[src/rtl/alu_flags_stage.sv]
`default_nettype none
// ============================================================================
//  Module   : alu_flags_stage
//  Purpose  : Registered stage behind the ALU add/subtract datapath. It
//             derives the N/Z/C/V condition flags and the signed/unsigned
//             less-than outcomes. It passes the result and flags to
//             writeback through a 2-entry skid buffer, and it tracks
//             overflow events with a sticky flag and a saturating counter.
//  Revision : 1.0 - initial release
// ----------------------------------------------------------------------------
//  Ports
//     clk, rst_n        clock (rising edge), asynchronous active-low reset
//     in_valid/in_ready upstream handshake (in_ready is registered)
//     in_op             0 = add (in_cb is carry), 1 = subtract (in_cb is borrow)
//     in_result         ALU result, WIDTH bits
//     in_cb             carry-out / borrow-out
//     in_a_msb/in_b_msb operand sign bits
//     out_valid/out_ready downstream handshake
//     out_result        registered result
//     out_n/z/c/v       negative, zero, carry/borrow, signed overflow
//     out_lts/out_ltu   A<B signed / unsigned (subtract only, else 0)
//     ovf_sticky        set by any accepted result with V=1
//     ovf_count         saturating count of accepted results with V=1
//     ovf_clr           synchronous clear of ovf_sticky and ovf_count
// ============================================================================
module alu_flags_stage #(
   parameter int WIDTH = 32,
   parameter int CNT_W = 8
) (
   input  logic             clk,
   input  logic             rst_n,
   input  logic             in_valid,
   output logic             in_ready,
   input  logic             in_op,
   input  logic [WIDTH-1:0] in_result,
   input  logic             in_cb,
   input  logic             in_a_msb,
   input  logic             in_b_msb,
   output logic             out_valid,
   input  logic             out_ready,
   output logic [WIDTH-1:0] out_result,
   output logic             out_n,
   output logic             out_z,
   output logic             out_c,
   output logic             out_v,
   output logic             out_lts,
   output logic             out_ltu,
   output logic             ovf_sticky,
   output logic [CNT_W-1:0] ovf_count,
   input  logic             ovf_clr
);

   // Packed entry layout: {result, n, z, c, v, lts, ltu}
   localparam int               C_PKT_W   = WIDTH + 6;
   localparam logic [CNT_W-1:0] C_CNT_MAX = {CNT_W{1'b1}};

   // ------------------------------------------------------------------------
   // Flag derivation on the input side
   // ------------------------------------------------------------------------
   logic               w_n;
   logic               w_z;
   logic               w_v;
   logic               w_lts;
   logic               w_ltu;
   logic [C_PKT_W-1:0] w_pkt;
   logic               w_accept;
   logic               w_drain;

   always_comb begin
      w_n = in_result[WIDTH-1];
      w_z = (in_result == '0);
      // Add overflows when like-signed operands give an unlike-signed result.
      // Subtract overflows when unlike-signed operands give a result whose
      // sign differs from A.
      if (in_op) begin
         w_v = (in_a_msb != in_b_msb) && (w_n != in_a_msb);
      end else begin
         w_v = (in_a_msb == in_b_msb) && (w_n != in_a_msb);
      end
      w_lts = in_op & (w_n ^ w_v);
      w_ltu = in_op & in_cb;
      w_pkt = {in_result, w_n, w_z, in_cb, w_v, w_lts, w_ltu};
   end

   // ------------------------------------------------------------------------
   // Skid buffer state
   // ------------------------------------------------------------------------
   logic               out_valid_q,  out_valid_d;
   logic [C_PKT_W-1:0] out_data_q,   out_data_d;
   logic               skid_valid_q, skid_valid_d;
   logic [C_PKT_W-1:0] skid_data_q,  skid_data_d;
   logic               in_ready_q,   in_ready_d;
   logic               ovf_sticky_q, ovf_sticky_d;
   logic [CNT_W-1:0]   ovf_count_q,  ovf_count_d;

   assign w_accept = in_valid & in_ready_q;
   assign w_drain  = out_valid_q & out_ready;

   always_comb begin
      out_valid_d  = out_valid_q;
      out_data_d   = out_data_q;
      skid_valid_d = skid_valid_q;
      skid_data_d  = skid_data_q;

      case ({out_valid_q, skid_valid_q})
         2'b00: begin
            if (w_accept) begin
               out_valid_d = 1'b1;
               out_data_d  = w_pkt;
            end
         end
         2'b10: begin
            if (w_accept && w_drain) begin
               out_data_d = w_pkt;
            end else if (w_accept) begin
               // Writeback stalled: park the new entry behind the head.
               skid_valid_d = 1'b1;
               skid_data_d  = w_pkt;
            end else if (w_drain) begin
               out_valid_d = 1'b0;
            end
         end
         2'b11: begin
            // in_ready is low here, so only a drain can happen.
            if (w_drain) begin
               out_data_d   = skid_data_q;
               skid_valid_d = 1'b0;
            end
         end
         default: begin
            // A skid entry without a head entry cannot occur. Should it
            // ever appear, promote it so that FIFO order is kept.
            out_valid_d  = 1'b1;
            out_data_d   = skid_data_q;
            skid_valid_d = 1'b0;
         end
      endcase

      // in_ready comes from a register, so out_ready never reaches it
      // combinationally. Taking it from the next skid state keeps it exact.
      in_ready_d = ~skid_valid_d;
   end

   // ------------------------------------------------------------------------
   // Overflow tracking (clear wins over a same-cycle overflow)
   // ------------------------------------------------------------------------
   always_comb begin
      ovf_sticky_d = ovf_sticky_q;
      ovf_count_d  = ovf_count_q;
      if (ovf_clr) begin
         ovf_sticky_d = 1'b0;
         ovf_count_d  = '0;
      end else if (w_accept && w_v) begin
         ovf_sticky_d = 1'b1;
         if (ovf_count_q != C_CNT_MAX) begin
            ovf_count_d = ovf_count_q + 1'b1;
         end
      end
   end

   // ------------------------------------------------------------------------
   // Registers
   // ------------------------------------------------------------------------
   always_ff @(posedge clk or negedge rst_n) begin
      if (!rst_n) begin
         out_valid_q  <= 1'b0;
         out_data_q   <= '0;
         skid_valid_q <= 1'b0;
         skid_data_q  <= '0;
         in_ready_q   <= 1'b0;
         ovf_sticky_q <= 1'b0;
         ovf_count_q  <= '0;
      end else begin
         out_valid_q  <= out_valid_d;
         out_data_q   <= out_data_d;
         skid_valid_q <= skid_valid_d;
         skid_data_q  <= skid_data_d;
         in_ready_q   <= in_ready_d;
         ovf_sticky_q <= ovf_sticky_d;
         ovf_count_q  <= ovf_count_d;
      end
   end

   // ------------------------------------------------------------------------
   // Outputs
   // ------------------------------------------------------------------------
   assign in_ready   = in_ready_q;
   assign out_valid  = out_valid_q;
   assign out_result = out_data_q[C_PKT_W-1:6];
   assign out_n      = out_data_q[5];
   assign out_z      = out_data_q[4];
   assign out_c      = out_data_q[3];
   assign out_v      = out_data_q[2];
   assign out_lts    = out_data_q[1];
   assign out_ltu    = out_data_q[0];
   assign ovf_sticky = ovf_sticky_q;
   assign ovf_count  = ovf_count_q;

endmodule
`default_nettype wire

[config.mk]
export PLATFORM = sky130hd
export DESIGN_NAME = alu_flags_stage
export DESIGN_NICKNAME = d
export VERILOG_FILES = /design/src/rtl/alu_flags_stage.sv
export SDC_FILE = /design/constraint.sdc
export NUM_CORES = 1
export LEC_CHECK = 0
export BUFFER_PORTS_ARGS = -buffer_cell sky130_fd_sc_hd__buf_2
export CORE_ASPECT_RATIO = 0.8
export CORE_MARGIN = 3
export CORE_UTILIZATION = 45
export CTS_CLUSTER_DIAMETER = 60
export DETAILED_ROUTE_END_ITERATION = 8
export PLACE_DENSITY = 0.69
export SLEW_MARGIN = 15
export SYNTH_ARGS = -nofsm -noshare
export SYNTH_HDL_FRONTEND = slang
export SYNTH_SLANG_ARGS = --single-unit
[constraint.sdc]
create_clock -name clk -period 3.4 [get_ports clk]
set_input_delay 0.51 -clock clk [delete_from_list [all_inputs] [get_ports clk]]
set_output_delay 0.51 -clock clk [all_outputs]
set_load 0.05 [all_outputs]
==> impl_metrics.env, run 1 <==
export IMPL_cp_start_kind="flip-flop"
export IMPL_first_iter_violations=149
export IMPL_synth_top_family_by_area="simple AND/OR/NAND/NOR gates"
export IMPL_p_leak_nw=2.251
export IMPL_hold_violations=0
export IMPL_design_die_area_um2=9575
export IMPL_fin_setup_tns_ns=0
export IMPL_synth_fa_ha_area_share_pct=0.5937
export IMPL_synth_ff_type="dfrtp_1"
export IMPL_tritoncts="done"
export IMPL_power_density_nw_per_um2=676.3
export IMPL_wire_per_inst_um=14.19
export IMPL_netlist_area_leader_share_pct=56.73
export IMPL_core_um2=8055
export IMPL_grt_max_degree=56
export IMPL_drv_cap=0
export IMPL_die_y_um=88.13
export IMPL_setup_viol=0
export IMPL_cts_resized=0
export IMPL_rsz0062_at_grt="no"
export IMPL_synthSimpleGateAreaFrac_pct=21.60
export IMPL_cts_inserted_buffers=9
export IMPL_diodes=0
export IMPL_post_route_period_util_pct=55.56
export IMPL_min_delay_path_class="input port to async pin"
export IMPL_grt_pass1_wl_um=14180
export IMPL_peakVddDrop_v=0.0003486
export IMPL_via_per_inst=5.097
export IMPL_die_x_um=108.7
export IMPL_grt_pass1_vias=2890
export IMPL_synth_yosys_seq_area_share_pct=56.73
export IMPL_antenna_found_initial=0
export IMPL_async_reset_ff_share_pct=100.0
export IMPL_fillers=755
export IMPL_nets=529
export IMPL_synth_seq_cells=86
export IMPL_fin_util_pct=56.15
export IMPL_synth_top_area_cell="dfrtp_1"
export IMPL_drive_gt1_share_pct=23.98
export IMPL_synthTopCellsByCount="nand2_1 (143), dfrtp_1 (86), o21ai_0 (42)"
export IMPL_cp_required_ns=3.68
export IMPL_critical_path_class="flip-flop to flip-flop"
export IMPL_ctsLongestPathBuffers=2
export IMPL_max_slew_worst_pin_slew_ns=0.7054
export IMPL_drtPass1Iterations=4
export IMPL_grt_usage_pct=19.03
export IMPL_slew_headroom_pct=52.98
export IMPL_fin_area_um2=4523
export IMPL_multi_input_area_um2=1540
export IMPL_p_total_w=0.003059
export IMPL_synth_most_common_cell="nand2_1"
export IMPL_holdBufCountCts=0
export IMPL_synth_compound_area_share_pct=8.872
export IMPL_place_hpwl_um=5782
export IMPL_syn_nets=445
export IMPL_drcViolationCount=0
export IMPL_rows=29
export IMPL_netlist_instances=403
export IMPL_arrival_ns=2.17
export IMPL_start_util_pct=47.10
export IMPL_syn_to_final_growth_pct=19.23
export IMPL_synth_distinct_cells=30
export IMPL_h_tree_depth=3
export IMPL_cts_sinks=86
export IMPL_dpl_cell_area_um2=4348
export IMPL_port_buffers=89
export IMPL_synthMuxAreaShare_pct=9.103
export IMPL_post_cts_buffers=0
export IMPL_cts_root_buf="clkbuf_8"
export IMPL_gp_congestion=0.8017
export IMPL_ios=90
export IMPL_min_period_ns=1.889
export IMPL_syn_area_um2=3794
export IMPL_wl_um=8512
export IMPL_vias=3058
export IMPL_skew_ns=0.01384
export IMPL_ff_latch_area_um2=2153
export IMPL_synthTopCellsByArea="dfrtp_1 (57%), nand2_1 (14%), mux2i_1 (8.7%)"
export IMPL_slew_violations=0
export IMPL_drtAntennaViolNets=0
export IMPL_crit_path_end_kind="flip-flop"
export IMPL_grt_remaining_overflow=0
export IMPL_ys_warn_count=0
export IMPL_crit_fanout=35
export IMPL_maxClockFrequency_ghz=0.5294
export IMPL_status="complete, no violations"
export IMPL_synth_edf_count=0
export IMPL_synthXorXnorAreaFrac_pct=0.2309
export IMPL_insertion_delay_ns=0.35
export IMPL_clkTransAtPathRegs_ns=0.09
export IMPL_avgSynthCellArea_um2=9.413
## registers in the layout (all words and copies together) (netlist names)
signal,cells
ovf_sticky,1
ovf_count,8
in_ready,1
out_data_q,37
skid_valid_q,1
out_valid,1
skid_data_q,37
## where the power goes
| group | switching (W) | internal [W] |
|---|---|---|
| logic | 0.000762 | 0.000254 |
| clock network | 0.000371 | 0.000266 |
| registers | 0.000134 | 0.00127 |
## per-layer routing
metal / GRT usage (%) / part of all wire, %
met1: 27.20 / 47
met2: 28.10 / 45
met3: 5.895 / 6.8
met4: 5.505 / 1.2
met5: 0 / 0
## critical path, stage by stage, from the launching register on
cell and delay [ns]:
dfrtp_1 0.43, a21oi_1 0.27, nand2b_2 0.59, buf_4 0.32, a21oi_1 0.06, a21oi_1 0.16
## path summary, 6_finish.rpt
check	startpoint	end	slack, ns	cells after the start
hold reg to reg	out_data_q[33]$_DFFE_PN0P_	out_data_q[33]$_DFFE_PN0P_	0.48	2
hold / removal	rst_n	ovf_count[7]$_DFFE_PN0P_	0.19	1
max in group asynchronous	rst_n	skid_data_q[36]$_DFFE_PN0P_	2.47	2
min in group clk	in_result[28]	skid_data_q[34]$_DFFE_PN0P_	0.38	3
setup reg to reg	in_ready$_DFF_PN0_	out_data_q[1]$_DFFE_PN0P_	1.51	5
setup / recovery	in_ready$_DFF_PN0_	out_data_q[1]$_DFFE_PN0P_	1.51	5
## logic make-up after synthesis
group	Yosys count
buffers and inverters	28
AND/OR/NAND/NOR	190
multiplexers	34
adder cells (fa/ha/maj)	2
XOR/XNOR	1
AO/OA/AOI/OAI	62
flip-flops	86
## final cells by class
class                   count  share of cell area [%]
repair buffers             96                   11.07
well taps                 108                   2.988
flip-flops and latches     86                   47.61
multi-input cells         289                   34.05
clock inverters             7                   1.134
inverters                   5                  0.4149
clock buffers               9                   2.739
## cell usage in the layout (no fill, tap or decap), types with 2 or more instances in the layout
master,n
or3_1,3
clkbuf_8,9
nand4b_1,2
nand2_1,143
nor2_1,6
buf_2,88
inv_1,5
nand3_1,7
mux2i_1,33
or2_2,2
clkinv_4,3
a21oi_1,11
nor4_1,8
clkinv_2,2
dfrtp_1,85
o31ai_1,5
clkinvlp_4,2
or4_1,4
buf_4,8
nand4_1,3
nor2b_1,4
and3_1,3
o21ai_0,42
a221oi_1,2
## stage by stage
step	hold WS (ns)	instances	setup WS (ns)
finish	0.1907	600	1.511
global route	0.2283	600	1.306
CTS	0.2182	600	1.485
detailed placement	0.4624	584	1.266
global placement	0.4564	584	1.322
floorplan	0.2144	403	1.550
(Power assumes the default switching activity.)
==> run 2: changes to the inputs <==
==> constraint.sdc (replaced) <==
create_clock -name clk -period 1.85 [get_ports clk]
set_input_delay 0.2775 -clock clk [delete_from_list [all_inputs] [get_ports clk]]
set_output_delay 0.2775 -clock clk [all_outputs]
set_load 0.05 [all_outputs]
==> run 2 against run 1 <==
Against the previous run:
- sequential power grew 84%
- sequential share of layout area shrank 1.2 points
- total power grew 92%
- maximum frequency grew 12%
- clock power grew 120%
- die area is the same
- worst setup slack lost 1.3 ns
- clock skew shrank 0.0029 ns
- critical path type unchanged
- largest power group unchanged
==> impl_metrics.env, run 2 (synthesized netlist as in run 1, its figures left out) <==
export IMPL_status="complete, no violations"
export IMPL_cp_start_kind="flip-flop"
export IMPL_place_hpwl_um=6014
export IMPL_drtAntennaViolNets=0
export IMPL_combPwrFrac_pct=32.3
export IMPL_maxClockFrequency_ghz=0.5947
export IMPL_min_period_ns=1.682
export IMPL_post_cts_buffers=0
export IMPL_max_slew_worst_pin_slew_ns=0.5991
export IMPL_grt_pass1_vias=3002
export IMPL_diodes=0
export IMPL_die_x_um=108.7
export IMPL_die_y_um=88.13
export IMPL_cts_inserted_buffers=9
export IMPL_min_delay_path_class="input port to flip-flop"
export IMPL_cp_required_ns=2.13
export IMPL_top_usage_layer="met2"
export IMPL_holdBufCountCts=1
export IMPL_crit_path_end_kind="flip-flop"
export IMPL_p_leak_nw=2.305
export IMPL_post_route_period_util_pct=90.89
export IMPL_cts_root_buf="clkbuf_8"
export IMPL_clockPowerShare_pct=23.5
export IMPL_drtPass1Iterations=4
export IMPL_rows=29
export IMPL_cts_sinks=86
export IMPL_mostFrequentLayoutCell="nand2_1"
export IMPL_clkTransAtPathRegs_ns=0.09
export IMPL_power_frac_seq_pct=44.1
export IMPL_tritoncts="done"
export IMPL_fin_setup_tns_ns=0
export IMPL_peakVddDrop_v=0.0006463
export IMPL_grt_pass1_wl_um=14420
export IMPL_grt_use_met3_pct=6.043
export IMPL_power_density_nw_per_um2=1266
export IMPL_ios=90
export IMPL_hold_violations=0
export IMPL_via_per_inst=5.150
export IMPL_ctsLongestPathBuffers=2
export IMPL_setup_viol=0
export IMPL_start_util_pct=47.10
export IMPL_drcViolationCount=0
export IMPL_place_ws_ns=0.03107
export IMPL_antenna_found_initial=0
export IMPL_crit_fanout=9
export IMPL_cts_resized=0
export IMPL_design_die_area_um2=9575
export IMPL_p_sw_share_pct=39.75
export IMPL_insertion_delay_ns=0.35
export IMPL_fin_area_um2=4636
export IMPL_slew_violations=0
export IMPL_arrival_ns=1.96
export IMPL_final_cell_mix="nand2_1 (143), buf_2 (88), dfrtp_1 (85)"
export IMPL_grt_remaining_overflow=0
export IMPL_grt_max_degree=49
export IMPL_drv_cap=0
export IMPL_syn_to_final_growth_pct=22.20
export IMPL_gp_congestion=0.8182
export IMPL_skew_ns=0.01090
export IMPL_port_buffers=89
export IMPL_switchingPower_w=0.002332
export IMPL_slew_headroom_pct=60.06
export IMPL_core_um2=8055
export IMPL_first_iter_violations=130
export IMPL_hold_slack_ns=0.1455
export IMPL_grtUsageMet2_pct=30.85
export IMPL_grt_usage_pct=19.43
export IMPL_drive_gt1_share_pct=24.35
export IMPL_fin_ws_ns=0.1685
export IMPL_vias=3116
export IMPL_p_int_w=0.003535
export IMPL_nets=534
export IMPL_wire_per_inst_um=14.52
export IMPL_dpl_cell_area_um2=4415
export IMPL_wl_um=8783
export IMPL_rsz0062_at_grt="no"
export IMPL_h_tree_depth=3
export IMPL_critical_path_class="flip-flop to flip-flop"
export IMPL_met1_usage_pct=26.36
## run 2: routing by layer
| layer | vias up | wire length [um] |
|---|---|---|
| met4 | 0 | 82 |
| met5 | - | 0 |
| met2 | 90 | 4127 |
| li1 | 1531 | - |
| met3 | 11 | 547 |
| met1 | 1484 | 4026 |
## run 2: path summary, 6_finish.rpt
check | slack, ns | from | cells past startpoint | endpoint
worst min-delay path | 0.15 | in_result[28] | 3 | skid_data_q[34]$_DFFE_PN0P_
min in group asynchronous | 0.37 | rst_n | 2 | ovf_count[7]$_DFFE_PN0P_
worst max-delay path | 0.17 | ovf_count[0]$_DFFE_PN0P_ | 5 | ovf_count[3]$_DFFE_PN0P_
worst min register to register | 0.48 | skid_data_q[29]$_DFFE_PN0P_ | 2 | skid_data_q[29]$_DFFE_PN0P_
max in group asynchronous | 0.85 | rst_n | 3 | out_data_q[14]$_DFFE_PN0P_
worst max register to register | 0.17 | ovf_count[0]$_DFFE_PN0P_ | 5 | ovf_count[3]$_DFFE_PN0P_
## run 2: layout make-up
type,count,area [um^2]
Clock buffer,12,155.1
Clock inverter,4,55.05
Fill cell,758,3420
Inverter,5,18.77
Multi-Input combinational cell,289,1540
Sequential cell,86,2153
Tap cell,108,135.1
Timing Repair Buffer,101,578.1
## run 2: power by group through the flow
stage               clock, W  combinational [W]  sequential (W)
finish               0.00138            0.00190         0.00259
global route         0.00151            0.00207         0.00266
floorplan                  0           0.000592         0.00338
global placement           0            0.00188         0.00260
CTS                  0.00142            0.00192         0.00259
detailed placement         0            0.00191         0.00263
## run 2: metrics by stage
stage,util [%],cells,total power [W]
global route,57.55,605,0.006228
CTS,57.55,605,0.005935
floorplan,-,403,0.003974
finish,57.55,605,0.005867
detailed placement,54.82,588,0.004540
global placement,54.82,588,0.004481
## run 2: worst max-delay path: stages (launching register included)
cell	delay [ns]
dfrtp_1	0.46
ha_1	0.26
nand4_1	0.11
nor2_1	0.13
or4_1	0.48
a21oi_1	0.16
